==> src/rtl/text_display_char_fifo_if.sv <==
// Character FIFO bus: CPU push side, display-controller pop side and
// the status the CPU polls (full/empty/count/overflow).
interface text_display_char_fifo_if #(
    parameter int ADDR_W = 4
);
    logic              wr_en;
    logic [7:0]        wr_data;
    logic              full;
    logic              rd_en;
    logic [6:0]        fifo_out;
    logic              empty;
    logic [ADDR_W:0]   count;
    logic              overflow;
    logic              clr_ovf;

    // Producer/consumer side (CPU port + display controller).
    modport master (
        output wr_en, wr_data, rd_en, clr_ovf,
        input  full, fifo_out, empty, count, overflow
    );

    // The FIFO itself.
    modport slave (
        input  wr_en, wr_data, rd_en, clr_ovf,
        output full, fifo_out, empty, count, overflow
    );
endinterface

==> src/rtl/text_display_char_fifo.sv <==
// First-word-fall-through character queue between the CPU output port and
// the text display controller. Stores 7-bit font ROM codes, reports
// occupancy, and latches a sticky overflow flag when a push is dropped.
module text_display_char_fifo #(
    parameter int ADDR_W = 4
) (
    input  logic                       clk,
    input  logic                       rst,
    text_display_char_fifo_if.slave    bus
);

    localparam int              DEPTH   = 1 << ADDR_W;
    localparam logic [ADDR_W:0] CNT_MAX = (ADDR_W + 1)'(DEPTH);

    logic [6:0]        mem [DEPTH];
    logic [ADDR_W-1:0] wr_ptr;
    logic [ADDR_W-1:0] rd_ptr;
    logic [ADDR_W:0]   cnt;
    logic              ovf;

    logic              is_full;
    logic              is_empty;
    logic              pop_ok;
    logic              push_ok;
    logic              push_drop;

    // Bit 7 of the ASCII byte carries no font information and is dropped.
    logic              unused_ascii_msb;
    assign unused_ascii_msb = bus.wr_data[7];

    // Status decoded from the registered occupancy counter.
    assign is_full  = (cnt == CNT_MAX);
    assign is_empty = (cnt == '0);

    // A pop needs data; a push needs space, or a slot freed by a pop in the
    // same cycle. At empty there is no bypass, so a concurrent pop is ignored.
    assign pop_ok    = bus.rd_en & ~is_empty;
    assign push_ok   = bus.wr_en & (~is_full | pop_ok);
    assign push_drop = bus.wr_en & is_full & ~pop_ok;

    assign bus.full     = is_full;
    assign bus.empty    = is_empty;
    assign bus.count    = cnt;
    assign bus.overflow = ovf;
    assign bus.fifo_out = mem[rd_ptr];

    // Storage write; contents are deliberately not reset.
    always_ff @(posedge clk) begin
        if (!rst && push_ok) begin
            mem[wr_ptr] <= bus.wr_data[6:0];
        end
    end

    // Pointers and occupancy; pointers wrap naturally at DEPTH.
    always_ff @(posedge clk) begin
        if (rst) begin
            wr_ptr <= '0;
            rd_ptr <= '0;
            cnt    <= '0;
        end else begin
            if (push_ok) begin
                wr_ptr <= wr_ptr + 1'b1;
            end
            if (pop_ok) begin
                rd_ptr <= rd_ptr + 1'b1;
            end
            case ({push_ok, pop_ok})
                2'b10:   cnt <= cnt + 1'b1;
                2'b01:   cnt <= cnt - 1'b1;
                default: cnt <= cnt;
            endcase
        end
    end

    // Sticky overflow; a dropped push beats a same-cycle clear.
    always_ff @(posedge clk) begin
        if (rst) begin
            ovf <= 1'b0;
        end else if (push_drop) begin
            ovf <= 1'b1;
        end else if (bus.clr_ovf) begin
            ovf <= 1'b0;
        end
    end

endmodule

==> src/flat_wrapper.sv <==
// flat-port wrapper written by rule: the top's interface ports become plain ports
module text_display_char_fifo_flat 
#(
    parameter int ADDR_W = 4
)
  (clk, rst, bus_wr_en, bus_wr_data, bus_rd_en, bus_clr_ovf, bus_full, bus_fifo_out, bus_empty, bus_count, bus_overflow);
  text_display_char_fifo_if #(.ADDR_W(ADDR_W)) bus_i ();
  input  logic clk;
  input  logic rst;
  input wire logic [$bits(bus_i.wr_en)-1:0] bus_wr_en;
  input wire logic [$bits(bus_i.wr_data)-1:0] bus_wr_data;
  input wire logic [$bits(bus_i.rd_en)-1:0] bus_rd_en;
  input wire logic [$bits(bus_i.clr_ovf)-1:0] bus_clr_ovf;
  output wire logic [$bits(bus_i.full)-1:0] bus_full;
  output wire logic [$bits(bus_i.fifo_out)-1:0] bus_fifo_out;
  output wire logic [$bits(bus_i.empty)-1:0] bus_empty;
  output wire logic [$bits(bus_i.count)-1:0] bus_count;
  output wire logic [$bits(bus_i.overflow)-1:0] bus_overflow;
  assign bus_i.wr_en = bus_wr_en;
  assign bus_i.wr_data = bus_wr_data;
  assign bus_i.rd_en = bus_rd_en;
  assign bus_i.clr_ovf = bus_clr_ovf;
  assign bus_full = bus_i.full;
  assign bus_fifo_out = bus_i.fifo_out;
  assign bus_empty = bus_i.empty;
  assign bus_count = bus_i.count;
  assign bus_overflow = bus_i.overflow;
  text_display_char_fifo #(.ADDR_W(ADDR_W)) u_core (.clk(clk), .rst(rst), .bus(bus_i));
endmodule
==> config.mk <==
export PLATFORM = sky130hd
export DESIGN_NAME = text_display_char_fifo_flat
export DESIGN_NICKNAME = d
export VERILOG_FILES = /design/src/rtl/text_display_char_fifo_if.sv /design/src/rtl/text_display_char_fifo.sv /design/src/flat_wrapper.sv
export SDC_FILE = /design/constraint.sdc
export NUM_CORES = 1
export LEC_CHECK = 0
export ABC_AREA = 1
export BUFFER_PORTS_ARGS = -buffer_cell sky130_fd_sc_hd__buf_4
export CAP_MARGIN = 10
export CORE_UTILIZATION = 45
export DETAILED_ROUTE_END_ITERATION = 7
export PLACE_DENSITY = 0.61
export SYNTH_ARGS = -nofsm -noshare
export SYNTH_HDL_FRONTEND = slang
export SYNTH_SLANG_ARGS = --single-unit
==> constraint.sdc <==
create_clock -name clk -period 2.62 [get_ports clk]
set_input_delay 0.262 -clock clk [delete_from_list [all_inputs] [get_ports clk]]
set_output_delay 0.262 -clock clk [all_outputs]
set_load 0.03 [all_outputs]
==> out/results.ini, run 1 <==
[drt]
ant_nets=0
drc=0
first_pass_iters=4
initialDrtViolationCount=215
via_per_inst=5.30
wirelength_um=11300
wire_per_inst_um=17.4
vias=3421

[sta]
tns_ns=0
max_slew_margin=0.548
min_period_over_period=0.926
setup_viol=0
finalHoldViolCount=0
tightest_slew_ns=0.675
rsz0062_at_grt=no
slew_viol_final=0
finalClockSkew_ns=0.00611
fmax_mhz=412
setup_ws_ns=0.194
fin_crit_ns=2.43

[place]
port_buffers=26
pre_cts_slack_ns=0.495
place_hpwl_um=7180
placed_cells=614
place.gp.congestion=0.773

[power]
power.density_mw_per_mm2=908
irDropWorstVdd_v=0.000526
p_leak_uw=0.00242

[setup_path]
endpoint_kind=primary output
crit_type=reg2out
crit_path_start_kind=flip-flop
worstPathArrival_ns=2.16
required_ns=2.36
cp_max_fo=53

[clock_network]
cts-buffers-inserted=17
cts_root_buffer=clkbuf_16
cts_htree_levels=4
clock_path_buffers=2
clk_latency_ns=0.41
cts_sinks=130
cts_tree=built
clkTransAtPathRegs_ns=0.06
cts-hold-fix-buffers=0

[logic_synthesis]
synth_area_per_cell_um2=12.4
synth_top_cell_by_area=edfxtp_1
synth_area_leaders=edfxtp_1, dfxtp_1, mux2i_1
synth_top_area_frac=0.612
seq_area_frac_synth=0.678
netlist_instances=444
ys_ff_latch=130
synth_nets=463
ys_types=26
ys_warn_count=0
netlist_area_mm2=0.00549

[finish]
antenna_cells=0
post_route_cells_drive_above_1_share=0.189
layout.nets=509
post-route-util=0.561
fin_cells=646
fillers=976
area_delta_synth_final_pct=19.1

[global_routing]
grt.overflow.total=0
grt_pass1_vias=3377
antenna_found_initial=0
grt_max_degree=54
grt_pass1_wl_um=18100
grt.total_usage=0.197

[min_path]
hp-class=in2reg

[floorplanning]
start_util=0.471
ios=28
die_w_um=112
coreArea_mm2=0.0117
dieArea_mm2=0.0127
row_count=39
die_y_um=112

[job]
cap_violations=0

[run_status]
outcome=finished, final reports clean

==> power by group <==
part	total (µW)	switching (µW)	internal (µW)
logic	1140	737	404
clock network	2420	840	1580
registers	2380	71.7	2310
total	5940	1650	4290
==> flip-flops by register name, summed over array words and instances (netlist names), named ones only <==
register             cells
u_core.mem             112
u_core.bus.count         5
u_core.rd_ptr            4
u_core.wr_ptr            4
u_core.bus.overflow      1
==> metrics by stage <==
step	power (µW)	cell area (µm²)	hold slack (ns)
global route	6210	6540	0.0396
floorplan	3210	5490	0.331
finish	5940	6540	0.0438
CTS	5980	6540	0.0354
global placement	3540	5920	0.453
detailed placement	3560	5920	0.456
==> cell type report <==
class / instances / area, µm² / share of cell area
clock buffers: 17 / 425 / 0.0650
clock inverters: 15 / 191 / 0.0293
inverters: 61 / 233 / 0.0356
multi-input cells: 234 / 1430 / 0.219
flip-flops and latches: 130 / 3720 / 0.569
well taps: 143 / 179 / 0.0274
repair buffers: 46 / 358 / 0.0547
==> synthesized netlist by cell type <==
cell,number
o21ai_1,3
inv_2,1
buf_2,5
clkinv_1,1
nand4_1,5
dfxtp_1,18
nand2_1,26
buf_6,3
buf_4,3
o211ai_1,29
inv_1,59
edfxtp_1,112
xor2_1,2
a21oi_1,38
o21ai_0,44
nor2_2,4
nor2_1,19
nand3_1,17
mux2i_1,28
a211oi_1,1
a21oi_2,1
nand3_4,1
ha_1,6
clkbuf_1,8
nand2_2,8
nand3_2,2
==> worst max-delay path, stage by stage, from the launching register on <==
cell      delay (ns)
dfxtp_2         0.52
buf_12          0.30
mux2i_1         0.22
o21ai_0         0.10
o211ai_1        0.32
nand2_1         0.11
buf_4           0.18
==> cells in the final DEF, fill, tap and decap left out, types with 6 or more instances in the layout <==
cell type    n
nand2_2      8
dfxtp_1     17
a21oi_1     38
nand2_1     26
mux2i_1     28
buf_4       45
edfxtp_1   112
clkbuf_16   17
nand3_1     17
nor2_1      19
ha_1         6
o211ai_1    29
o21ai_0     44
inv_1       59
==> layer usage <==
layer / global-route usage / up-vias / wire length, µm
met2: 0.334 / 63 / 5550
li1: - / 1690 / -
met5: 0 / - / 0
met4: 0.0969 / 0 / 314
met1: 0.239 / 1646 / 5040
met3: 0.0410 / 22 / 363
==> cell families after synthesis <==
group           synth area share
flops                      0.678
fa+ha+maj                 0.0137
compound gates             0.120
simple gates              0.0724
buf+inv                   0.0619
xor+xnor                 0.00319
mux                       0.0510
==> final timing paths <==
kind | depth (start not counted) | endpoint | from | slack, ns
worst min register to register | 2 | u_core.rd_ptr[3] | u_core.rd_ptr[3] | 0.46
worst max register to register | 7 | u_core.mem[11][4] | u_core.bus.count[2] | 0.54
worst min-delay path | 2 | u_core.wr_ptr[2] | rst | 0.04
worst max-delay path | 6 | bus_fifo_out[5] | flip-flop | 0.19
==> timing repair <==
action / CTS / global route
endpoints found under the setup margin: 0 / 6
gates resized for setup: 0 / 1
buffers inserted: 0 / 0
Power figures use the tool's default switching activity.
==> inputs of run 2 (changes only) <==
--- a/config.mk
+++ b/config.mk
@@ -11,6 +11,8 @@
 export CORE_UTILIZATION = 45
 export DETAILED_ROUTE_END_ITERATION = 7
 export PLACE_DENSITY = 0.61
+export RECOVER_POWER = 100
+export SKIP_LAST_GASP = 1
 export SYNTH_ARGS = -nofsm -noshare
 export SYNTH_HDL_FRONTEND = slang
 export SYNTH_SLANG_ARGS = --single-unit
==> run 2 against run 1 <==
Worst setup slack hardly changed. Global-route usage stayed put. Clock power hardly changed. Highest routed layer unchanged. Critical endpoint is now bus_fifo_out[2]. Cell count stayed put. Clock-buffer cell count stayed put. Final area is 2.0% lower. Non-clock buffer count stayed put. Core utilization is 1.1 points lower. Worst hold slack worse by 0.00088 ns. Routed wire length is 0.30% lower. Die area stayed put. Largest cell class unchanged.
==> out/results.ini, run 2 (synthesized netlist as in run 1, its figures left out) <==
[finish]
regMostFlops=u_core.mem
layout.nets=509  ; unchanged
mostFrequentLayoutCells=edfxtp_1, inv_1, o21ai_0
largest_reg_flops=112  ; unchanged
antenna_cells=0  ; unchanged
fin_cells=646  ; unchanged
post_route_cells_drive_above_1_share=0.129  ; -0.0596
final_area_mm2=0.00641  ; -2.0%
layout_commonest_cell=edfxtp_1
area_delta_synth_final_pct=16.7

[global_routing]
grt.total_usage=0.197  ; unchanged
grt.overflow.total=0  ; unchanged
antenna_found_initial=0  ; unchanged
grt_pass1_vias=3377  ; unchanged
grt_max_degree=54  ; unchanged
grt_pass1_wl_um=18100  ; unchanged

[min_path]
min_to=u_core.wr_ptr[2]
min_path_cells=2  ; unchanged
min_from=rst
hp-class=in2reg

[place]
place.gp.congestion=0.773  ; unchanged
port_buffers=26  ; unchanged
postPlaceCellArea_mm2=0.00592  ; unchanged
place_hpwl_um=7180  ; unchanged
placed_cells=614  ; unchanged

[power]
p_int_uw=4240  ; -1.3%
comb_power_share=0.183  ; -0.009
finalPower_uw=5870  ; -1.2%
p_sw_uw=1630  ; -1.1%
seq_power_share=0.405  ; +0.004
p_leak_uw=0.00232  ; -4.2%
irDropWorstVdd_v=0.000524  ; -0.31%
power.density_mw_per_mm2=915  ; +0.74%
power_frac_clock=0.412  ; +0.005
p_sw_frac=0.278  ; +0.000278

[clock_network]
cts_sinks=130  ; unchanged
post_cts_buffers=0  ; unchanged
cts_htree_levels=4  ; unchanged
cts-buffers-inserted=17  ; unchanged
clock_path_buffers=2  ; unchanged
clkTransAtPathRegs_ns=0.06  ; about the same
cts-hold-fix-buffers=0  ; unchanged
cts_tree=built
cts_resized=0  ; unchanged
cts_root_buffer=clkbuf_16
clk_latency_ns=0.41  ; about the same

[drt]
via_per_inst=5.37  ; +1.3%
first_pass_iters=5  ; +1
vias=3466  ; +1.3%
wirelength_um=11200  ; -0.30%
drc=0  ; unchanged
ant_nets=0  ; unchanged
initialDrtViolationCount=221  ; +2.8%
wire_per_inst_um=17.4  ; -0.30%

[setup_path]
rr_endpoint=u_core.mem[11][2]
cpMostUsedCell=o21ai_0
endpoint_kind=primary output
cp_max_fo=53  ; unchanged
cp.buffers_inverters=2  ; unchanged
cp_top_family=compound AO/OA/AOI/OAI gates
crit_chain=buf_12, a21oi_1, o21ai_0, o21ai_0, o211ai_1, nand2_1, clkbuf_2
worstPathArrival_ns=2.16  ; about the same
cp_slowest_cell=dfxtp_2
cp.depth=7  ; +1
worstReg2RegStart=u_core.bus.count[2]
required_ns=2.36  ; about the same
r2r_cells=7  ; unchanged
crit_path_start_kind=flip-flop
worst_path_largest_cell_delay_ns=0.52  ; about the same
rrSetupSlack_ns=0.31  ; -0.23 ns
crit_type=reg2out

[sta]
fmax_mhz=412  ; about the same
min_period_over_period=0.926  ; about the same
tightest_slew_ns=0.818  ; +0.143 ns
finalHoldViolCount=0  ; unchanged
finalClockSkew_ns=0.00859  ; +0.00248 ns
tns_ns=0  ; unchanged
setup_viol=0  ; unchanged
fin_crit_ns=2.43  ; +0.000478 ns
slew_viol_final=0  ; unchanged
max_slew_margin=0.454  ; -0.0936
rsz0062_at_grt=no

[floorplanning]
die_w_um=112  ; unchanged
dieArea_mm2=0.0127  ; unchanged
ios=28  ; unchanged
coreArea_mm2=0.0117  ; unchanged
row_count=39  ; unchanged
die_y_um=112  ; unchanged
start_util=0.471  ; unchanged

[run_status]
outcome=finished, final reports clean

[job]
cap_violations=0  ; unchanged

run 2: cell types whose count changed in the layout (fill, tap and decap cells not counted), sizes merged:
cell and change:
buf -31, clkbuf +31
run 2: cell type report:
| type | count | area [µm²] |
|---|---|---|
| Multi-Input combinational cell | 234 | 1410 |
| Fill cell | 1000 | 5250 |
| Inverter | 61 | 233 |
| Timing Repair Buffer | 46 | 250 |
| Sequential cell | 130 | 3720 |
| Tap cell | 143 | 179 |
| Clock buffer | 17 | 425 |
| Clock inverter | 15 | 191 |
run 2: power by group through the flow:
stage          clock network [µW]  registers, µW  logic [µW]
2_1_floorplan                   0           2430         779
3_3_place_gp                    0           2420        1120
3_5_place_dp                    0           2420        1140
4_1_cts                      2460           2380        1150
5_1_grt                      2560           2390        1190
6_report                     2410           2380        1070
run 2: stage by stage:
stage | hold slack (ns) | worst slack, ns | utilization
final | 0.0429 | 0.193 | 0.550
after CTS | 0.0354 | 0.0372 | 0.561
after detailed placement | 0.456 | 0.495 | 0.508
after global routing | 0.0396 | 0.0622 | 0.550
after global placement | 0.453 | 0.527 | 0.508
after floorplan | 0.331 | 0.698 | -
run 2: metal layers:
| layer | vias up | GRT usage | routed length (µm) |
|---|---|---|---|
| met5 | - | 0 | 0 |
| met4 | 0 | 0.0969 | 199 |
| met3 | 15 | 0.0410 | 511 |
| met2 | 83 | 0.334 | 5640 |
| met1 | 1675 | 0.239 | 4880 |
| li1 | 1693 | - | - |
run 2: worst max-delay path by stage:
stage	end	slack (ns)	from
floorplan	u_core.mem[0][0]	0.70	u_core.bus.count[0]
global placement	u_core.mem[11][5]	0.53	u_core.bus.count[2]
detailed placement	bus_fifo_out[3]	0.50	flip-flop
CTS	bus_fifo_out[3]	0.04	flip-flop
global route	bus_fifo_out[4]	0.06	flip-flop
finish	bus_fifo_out[2]	0.19	flip-flop
run 2: worst register-to-register path, cell delays in order, from the launching register on:
cell,delay (ns)
dfxtp_1,0.44
nor2_1,0.08
nand2_1,0.07
nor2_1,0.06
a21oi_1,0.32
clkbuf_1,0.27
nand2_2,0.15
nor2_1,0.54
